$ cat src/rtl/iir_pkg.sv
// Shared types and constants for the iir frame sequencer: sample format,
// controller states and the fixed geometry of buffers and filter timing.
package iir_pkg;
  localparam int W       = 11;
  localparam int MAX_LEN = 128;
  localparam int IIR_LAT = 1;
  localparam int CLR_CYC = 2;

  typedef logic signed [W-1:0] sample_t;

  typedef enum logic [2:0] {
    IDLE  = 3'd0,
    LOAD  = 3'd1,
    CLR   = 3'd2,
    RUN   = 3'd3,
    DRAIN = 3'd4,
    DONE  = 3'd5
  } ctrl_state_t;

  localparam sample_t IMPULSE_VAL = 11'b01111111111;

  // Requested lengths above the buffer depth are clipped to a full buffer.
  function automatic logic [7:0] sat_len(input logic [7:0] len);
    return (len > 8'(MAX_LEN)) ? 8'(MAX_LEN) : len;
  endfunction
endpackage

$ cat src/rtl/sync_fifo.sv
// First-word-fall-through FIFO: rd_data always shows the oldest entry while not empty.
// A push on a full FIFO is accepted only together with a pop.
module sync_fifo #(
  parameter int WIDTH = 8,
  parameter int DEPTH = 16
) (
  input  logic                         clk,
  input  logic                         rst,
  input  logic                         push,
  input  logic [WIDTH-1:0]             wr_data,
  input  logic                         pop,
  output logic [WIDTH-1:0]             rd_data,
  output logic                         full,
  output logic                         empty,
  output logic [$clog2(DEPTH+1)-1:0]   count
);
  localparam int AW = (DEPTH > 1) ? $clog2(DEPTH) : 1;
  localparam int CW = $clog2(DEPTH + 1);

  logic [WIDTH-1:0] mem [DEPTH];
  logic [AW-1:0]    wr_ptr;
  logic [AW-1:0]    rd_ptr;
  logic             do_push;
  logic             do_pop;

  function automatic logic [AW-1:0] ptr_inc(input logic [AW-1:0] p);
    return (p == AW'(DEPTH - 1)) ? '0 : p + 1'b1;
  endfunction

  assign empty   = (count == '0);
  assign full    = (count == CW'(DEPTH));
  assign do_pop  = pop && !empty;
  assign do_push = push && (!full || do_pop);
  assign rd_data = mem[rd_ptr];

  always_ff @(posedge clk or negedge rst) begin
    if (!rst) begin
      wr_ptr <= '0;
      rd_ptr <= '0;
      count  <= '0;
    end else begin
      if (do_push) wr_ptr <= ptr_inc(wr_ptr);
      if (do_pop)  rd_ptr <= ptr_inc(rd_ptr);
      case ({do_push, do_pop})
        2'b10:   count <= count + 1'b1;
        2'b01:   count <= count - 1'b1;
        default: count <= count;
      endcase
    end
  end

  always_ff @(posedge clk) begin
    if (do_push) mem[wr_ptr] <= wr_data;
  end
endmodule

$ cat src/rtl/iir_frame_ctrl.sv
// Frame sequencer around a free-running iir filter: load a frame, clear the filter,
// burst the samples back-to-back and queue the filter responses for a consumer.
module iir_frame_ctrl
  import iir_pkg::*;
(
  input  logic         clk,
  input  logic         rst,
  input  logic         start,
  input  logic         impulse_mode,
  input  logic [7:0]   frame_len,
  input  logic         in_valid,
  input  logic [W-1:0] in_data,
  output logic         in_ready,
  output logic         out_valid,
  output logic [W-1:0] out_data,
  input  logic         out_ready,
  output logic         busy,
  output logic         done,
  output logic         iir_rst,
  output logic [W-1:0] iir_x,
  input  logic [W-1:0] iir_z,
  output logic [2:0]   dbg_state
);
  localparam int CCW = $clog2(CLR_CYC) + 1;

  // Both data ports transfer a word on a rising edge where valid && ready; valid must
  // not depend on ready, and out_data stays stable while out_valid is high and unpopped.
  ctrl_state_t      state, state_nxt;
  logic [7:0]       len, len_nxt;
  logic [7:0]       cnt, cnt_nxt;
  logic [7:0]       in_count, loaded_nxt;
  logic             imp;
  logic [CCW-1:0]   clr_cnt;
  logic [IIR_LAT-1:0] lat_sr, lat_nxt;
  logic             issue, in_push, in_pop, out_push, out_pop, out_empty;
  logic [W-1:0]     in_head, x_nxt;
  logic             unused_flags;
  logic             in_full, in_empty, out_full;
  logic [7:0]       out_count;

  assign in_push    = in_valid && in_ready;
  assign in_pop     = issue && !imp;
  assign out_push   = lat_sr[IIR_LAT-1];
  assign out_valid  = !out_empty;
  assign out_pop    = out_valid && out_ready;
  assign loaded_nxt = in_count + {7'd0, in_push};
  assign dbg_state  = state;
  assign unused_flags = &{1'b0, in_full, in_empty, out_full, out_count};

  always_comb begin
    state_nxt = state;
    len_nxt   = len;
    cnt_nxt   = cnt;
    issue     = 1'b0;
    lat_nxt   = (lat_sr << 1) | IIR_LAT'(state == RUN);
    case (state)
      IDLE: if (start) begin
        len_nxt = sat_len(frame_len);
        cnt_nxt = '0;
        if (frame_len == 8'd0)  state_nxt = DONE;
        else if (impulse_mode)  state_nxt = CLR;
        else                    state_nxt = LOAD;
      end
      LOAD:  if (in_push && (loaded_nxt == len)) state_nxt = CLR;
      // The output queue must be empty before a burst so it can absorb a full frame.
      CLR: if ((clr_cnt == CCW'(CLR_CYC - 1)) && out_empty) begin
        state_nxt = RUN;
        issue     = 1'b1;
        cnt_nxt   = 8'd1;
      end
      RUN: if (cnt == len) state_nxt = DRAIN;
           else begin
             issue   = 1'b1;
             cnt_nxt = cnt + 8'd1;
           end
      DRAIN:   if (lat_nxt == '0) state_nxt = DONE;
      DONE:    state_nxt = IDLE;
      default: state_nxt = IDLE;
    endcase
    x_nxt = '0;
    if (issue) x_nxt = imp ? ((state == CLR) ? IMPULSE_VAL : '0) : in_head;
  end

  always_ff @(posedge clk or negedge rst) begin
    if (!rst) begin
      state    <= IDLE;
      len      <= '0;
      cnt      <= '0;
      imp      <= 1'b0;
      clr_cnt  <= '0;
      lat_sr   <= '0;
      in_ready <= 1'b0;
      busy     <= 1'b0;
      done     <= 1'b0;
      iir_rst  <= 1'b1;
      iir_x    <= '0;
    end else begin
      state    <= state_nxt;
      len      <= len_nxt;
      cnt      <= cnt_nxt;
      if (state == IDLE && start) imp <= impulse_mode;
      if (state != CLR)                         clr_cnt <= '0;
      else if (clr_cnt != CCW'(CLR_CYC - 1))    clr_cnt <= clr_cnt + 1'b1;
      lat_sr   <= lat_nxt;
      in_ready <= (state_nxt == LOAD) && (loaded_nxt < len_nxt);
      busy     <= (state_nxt != IDLE);
      done     <= (state_nxt == DONE);
      iir_rst  <= (state_nxt == CLR);
      iir_x    <= x_nxt;
    end
  end

  sync_fifo #(.WIDTH(W), .DEPTH(MAX_LEN)) u_in_buf (
    .clk(clk), .rst(rst), .push(in_push), .wr_data(in_data), .pop(in_pop),
    .rd_data(in_head), .full(in_full), .empty(in_empty), .count(in_count)
  );

  sync_fifo #(.WIDTH(W), .DEPTH(MAX_LEN)) u_out_buf (
    .clk(clk), .rst(rst), .push(out_push), .wr_data(iir_z), .pop(out_pop),
    .rd_data(out_data), .full(out_full), .empty(out_empty), .count(out_count)
  );
endmodule

$ cat config.mk
export PLATFORM = sky130hd
export DESIGN_NAME = iir_frame_ctrl
export DESIGN_NICKNAME = d
export VERILOG_FILES = /design/src/rtl/iir_pkg.sv /design/src/rtl/sync_fifo.sv /design/src/rtl/iir_frame_ctrl.sv
export SDC_FILE = /design/constraint.sdc
export NUM_CORES = 2
export LEC_CHECK = 0
export ABC_AREA = 0
export CAP_MARGIN = 10
export CORE_AREA = 2 2 505 507
export DETAILED_ROUTE_END_ITERATION = 16
export DIE_AREA = 0 0 507 509
export GPL_ROUTABILITY_DRIVEN = 0
export PLACE_DENSITY = 0.65
export SYNTH_ARGS = -nofsm -noshare
export SYNTH_HDL_FRONTEND = slang
export SYNTH_SLANG_ARGS = --single-unit
$ cat constraint.sdc
create_clock -name clk -period 8.1 [get_ports clk]
set_input_delay 2.43 -clock clk [delete_from_list [all_inputs] [get_ports clk]]
set_output_delay 2.43 -clock clk [all_outputs]
set_load 0.02 [all_outputs]
==> impl_metrics.env <==
export IMPL_yosysUniqueCellTypes=80
export IMPL_start_kind="flip-flop"
export IMPL_fin_crit_sh_pct=94.87
export IMPL_placed_cell_area_um2=118300
export IMPL_hp_class="flip-flop to flip-flop"
export IMPL_syn_area_per_cell_um2=21.28
export IMPL_worstSetupEndpointType="output port"
export IMPL_hpwl_mm=167.9
export IMPL_grt_start_max_net_pins=111
export IMPL_cts_clk_slew_worst_paths_ps=70
export IMPL_hold_violations=0
export IMPL_yosys_warnings=0
export IMPL_clk_latency_ps=950
export IMPL_syn_to_final_growth_pct=13.54
export IMPL_synth_ff_type="edfxtp_1"
export IMPL_numCtsBuffers=315
export IMPL_maxSlewHeadroom_pct=15.08
export IMPL_final_area_um2=128400
export IMPL_ir_drop_mv=0.2501
export IMPL_die_area_um2=258100
export IMPL_fp_coreArea_um2=252800
export IMPL_syn_nets=5379
export IMPL_tightest_slew_ps=1269
export IMPL_portBuffers=65
export IMPL_r2r_slack_ps=3080
export IMPL_fin_skew_ps=109.5
export IMPL_clockBufferDepth=4
export IMPL_firstDrtPassIters=8
export IMPL_root_buffer="clkbuf_16"
export IMPL_drive_gt1_share_pct=24.68
export IMPL_maxCapViolCount=0
export IMPL_power_density_nw_per_um2=318.3
export IMPL_final_max_slew_viol_count=0
export IMPL_netlist_area_um2=113100
export IMPL_wl_per_cell_um=29.98
export IMPL_fmax_mhz=130.1
export IMPL_synth_top_family_by_area="multiplexers"
export IMPL_overflow=0
export IMPL_htree_levels=5
export IMPL_grtUsageTotal_pct=21.29
export IMPL_required_ps=5670
export IMPL_clock_sinks=2898
export IMPL_initial_core_util_pct=44.74
export IMPL_synth_enable_flop_cells=2816
export IMPL_fin_tns_setup_ps=0
export IMPL_worstSetupPathType="flip-flop to output port"
export IMPL_post_cts_buffers=0
export IMPL_drc=0
export IMPL_synth_cells=5314
export IMPL_synth_compound_area_share_pct=2.681
export IMPL_yosysSeqAreaShare_pct=76.59
export IMPL_first_global_vias=55520
export IMPL_synthMuxAreaShare_pct=15.90
export IMPL_p_leak_nw=40.26
export IMPL_fin_nets=5712
export IMPL_cp_max_fo=47
export IMPL_die_height_um=509
export IMPL_avgViaCountPerCell=6.044
export IMPL_async_reset_ff_share_pct=2.830
export IMPL_synth_xor_area_share_pct=0.3795
export IMPL_cp_arrival_ps=5250
export IMPL_holdWs_ps=516.7
export IMPL_ioPinCount=66
export IMPL_antenna_found_initial=3
export IMPL_cts_resized_gates=0
export IMPL_status="completed"
export IMPL_rows=185
export IMPL_vias=55870
export IMPL_synthAdderAreaFrac_pct=0.3341
export IMPL_final_util_pct=50.80
export IMPL_grt_pass1_wl_mm=399.9
export IMPL_ant_nets=0
export IMPL_setup_violations=0
export IMPL_period_minus_slack_ps=7685
export IMPL_cts_tree="built"
export IMPL_rsz0062_at_grt="no"
export IMPL_yosys_area_share_simple_pct=2.677
export IMPL_drt_iter0_drc=7322
export IMPL_ctsHoldBuffers=0
export IMPL_synth_seq_cells=2898
export IMPL_die_x_um=507
export IMPL_wirelength_mm=277.2
export IMPL_fin_total_pwr_mw=40.87
state kept, by name, summed over array words and instances, names as in the netlist, 8 cells and up:
register	cells
u_out_buf.count	8
u_in_buf.mem	1408
u_out_buf.mem	1408
iir_x	11
cnt	8
u_in_buf.count	8
len	8
per-stage QoR:
stage,setup slack (ps),cells
finish,415.4,9244
global route,223.5,9243
CTS,333.5,9224
detailed placement,1334,8679
global placement,1279,8664
floorplan,3097,5314
synthesized netlist by cell type (all sizes together), types with 48 or more instances:
cell       n  area, µm²
edfxtp  2816      84560
o21ai     68      344.1
a21oi     71      366.6
o22ai     59      369.1
mux2i    217       2185
nand3     48      252.8
a211oi    51      382.9
clkbuf   102      382.9
nor2     328       1301
nand2    116      435.4
a22oi     57      427.9
buf      184       1139
dfrtp     81       2027
mux4     694      15630
cell usage in the layout (no fill, tap or decap), drive strengths merged, types with 32 or more instances in the layout:
cell type,instances
buf,259
o21ai,68
nor2,328
dfrtp,81
inv,36
nand3,48
a211oi,51
xnor2,39
nand2,116
clkdlybuf4s50,42
clkinv,107
mux4,694
a22oi,57
edfxtp,2816
o22ai,59
clkbuf,388
a221oi,32
mux2i,217
a21oi,71
where the power goes:
group          internal (mW)  leakage [nW]  switching [mW]
combinational           4.18          9.08            5.74
clock                   8.25          4.83            5.66
sequential              16.7          26.3           0.381
cell families after synthesis:
family | after synthesis
and+or+nand+nor | 653
xor gates and xnor gates | 49
DFF | 2898
muxes | 926
adders and majority gates | 29
buffers and inverters | 314
AOI/OAI and AO/OA | 445
worst paths after layout:
check | from | end | depth (start not counted)
min in group asynchronous | rst | u_in_buf.rd_ptr[0] | 1
max reg2reg | u_in_buf.rd_ptr[2] | iir_x[6] | 9
min | cnt[7] | cnt[7] | 1
min reg2reg | cnt[7] | cnt[7] | 1
max | u_out_buf.rd_ptr[0] | out_data[5] | 10
max in group asynchronous | rst | u_out_buf.rd_ptr[0] | 2
worst max-delay path: stages (launching register included):
cell             delay [ps]
dfrtp_4                 770
buf_12                  370
mux4_2                  570
nor2b_1                 150
a211oi_1                660
a2111oi_0               180
buf_4                   190
o21ai_0                 160
o311ai_0                370
buf_4                   270
clkdlybuf4s50_1         520
routing by layer:
| layer | vias up | share of wire [%] | global-route usage, % |
|---|---|---|---|
| met5 | - | 0 | 0 |
| met4 | 0 | 3.2 | 6.658 |
| met3 | 496 | 8.3 | 3.791 |
| met2 | 2642 | 48 | 33.72 |
| met1 | 29830 | 40 | 30.27 |
| li1 | 22900 | - | - |
final cells by class:
class                   count  area [µm²]
fillers                 19730      124400
flip-flops and latches   2898       86640
multi-input cells        2102       24910
clock buffers             387        8299
well taps                3366        4212
repair buffers            302        2623
clock inverters           158        1614
inverters                  28       106.4
diodes                      3       7.507
No activity file was read; power rests on OpenSTA's default activity.
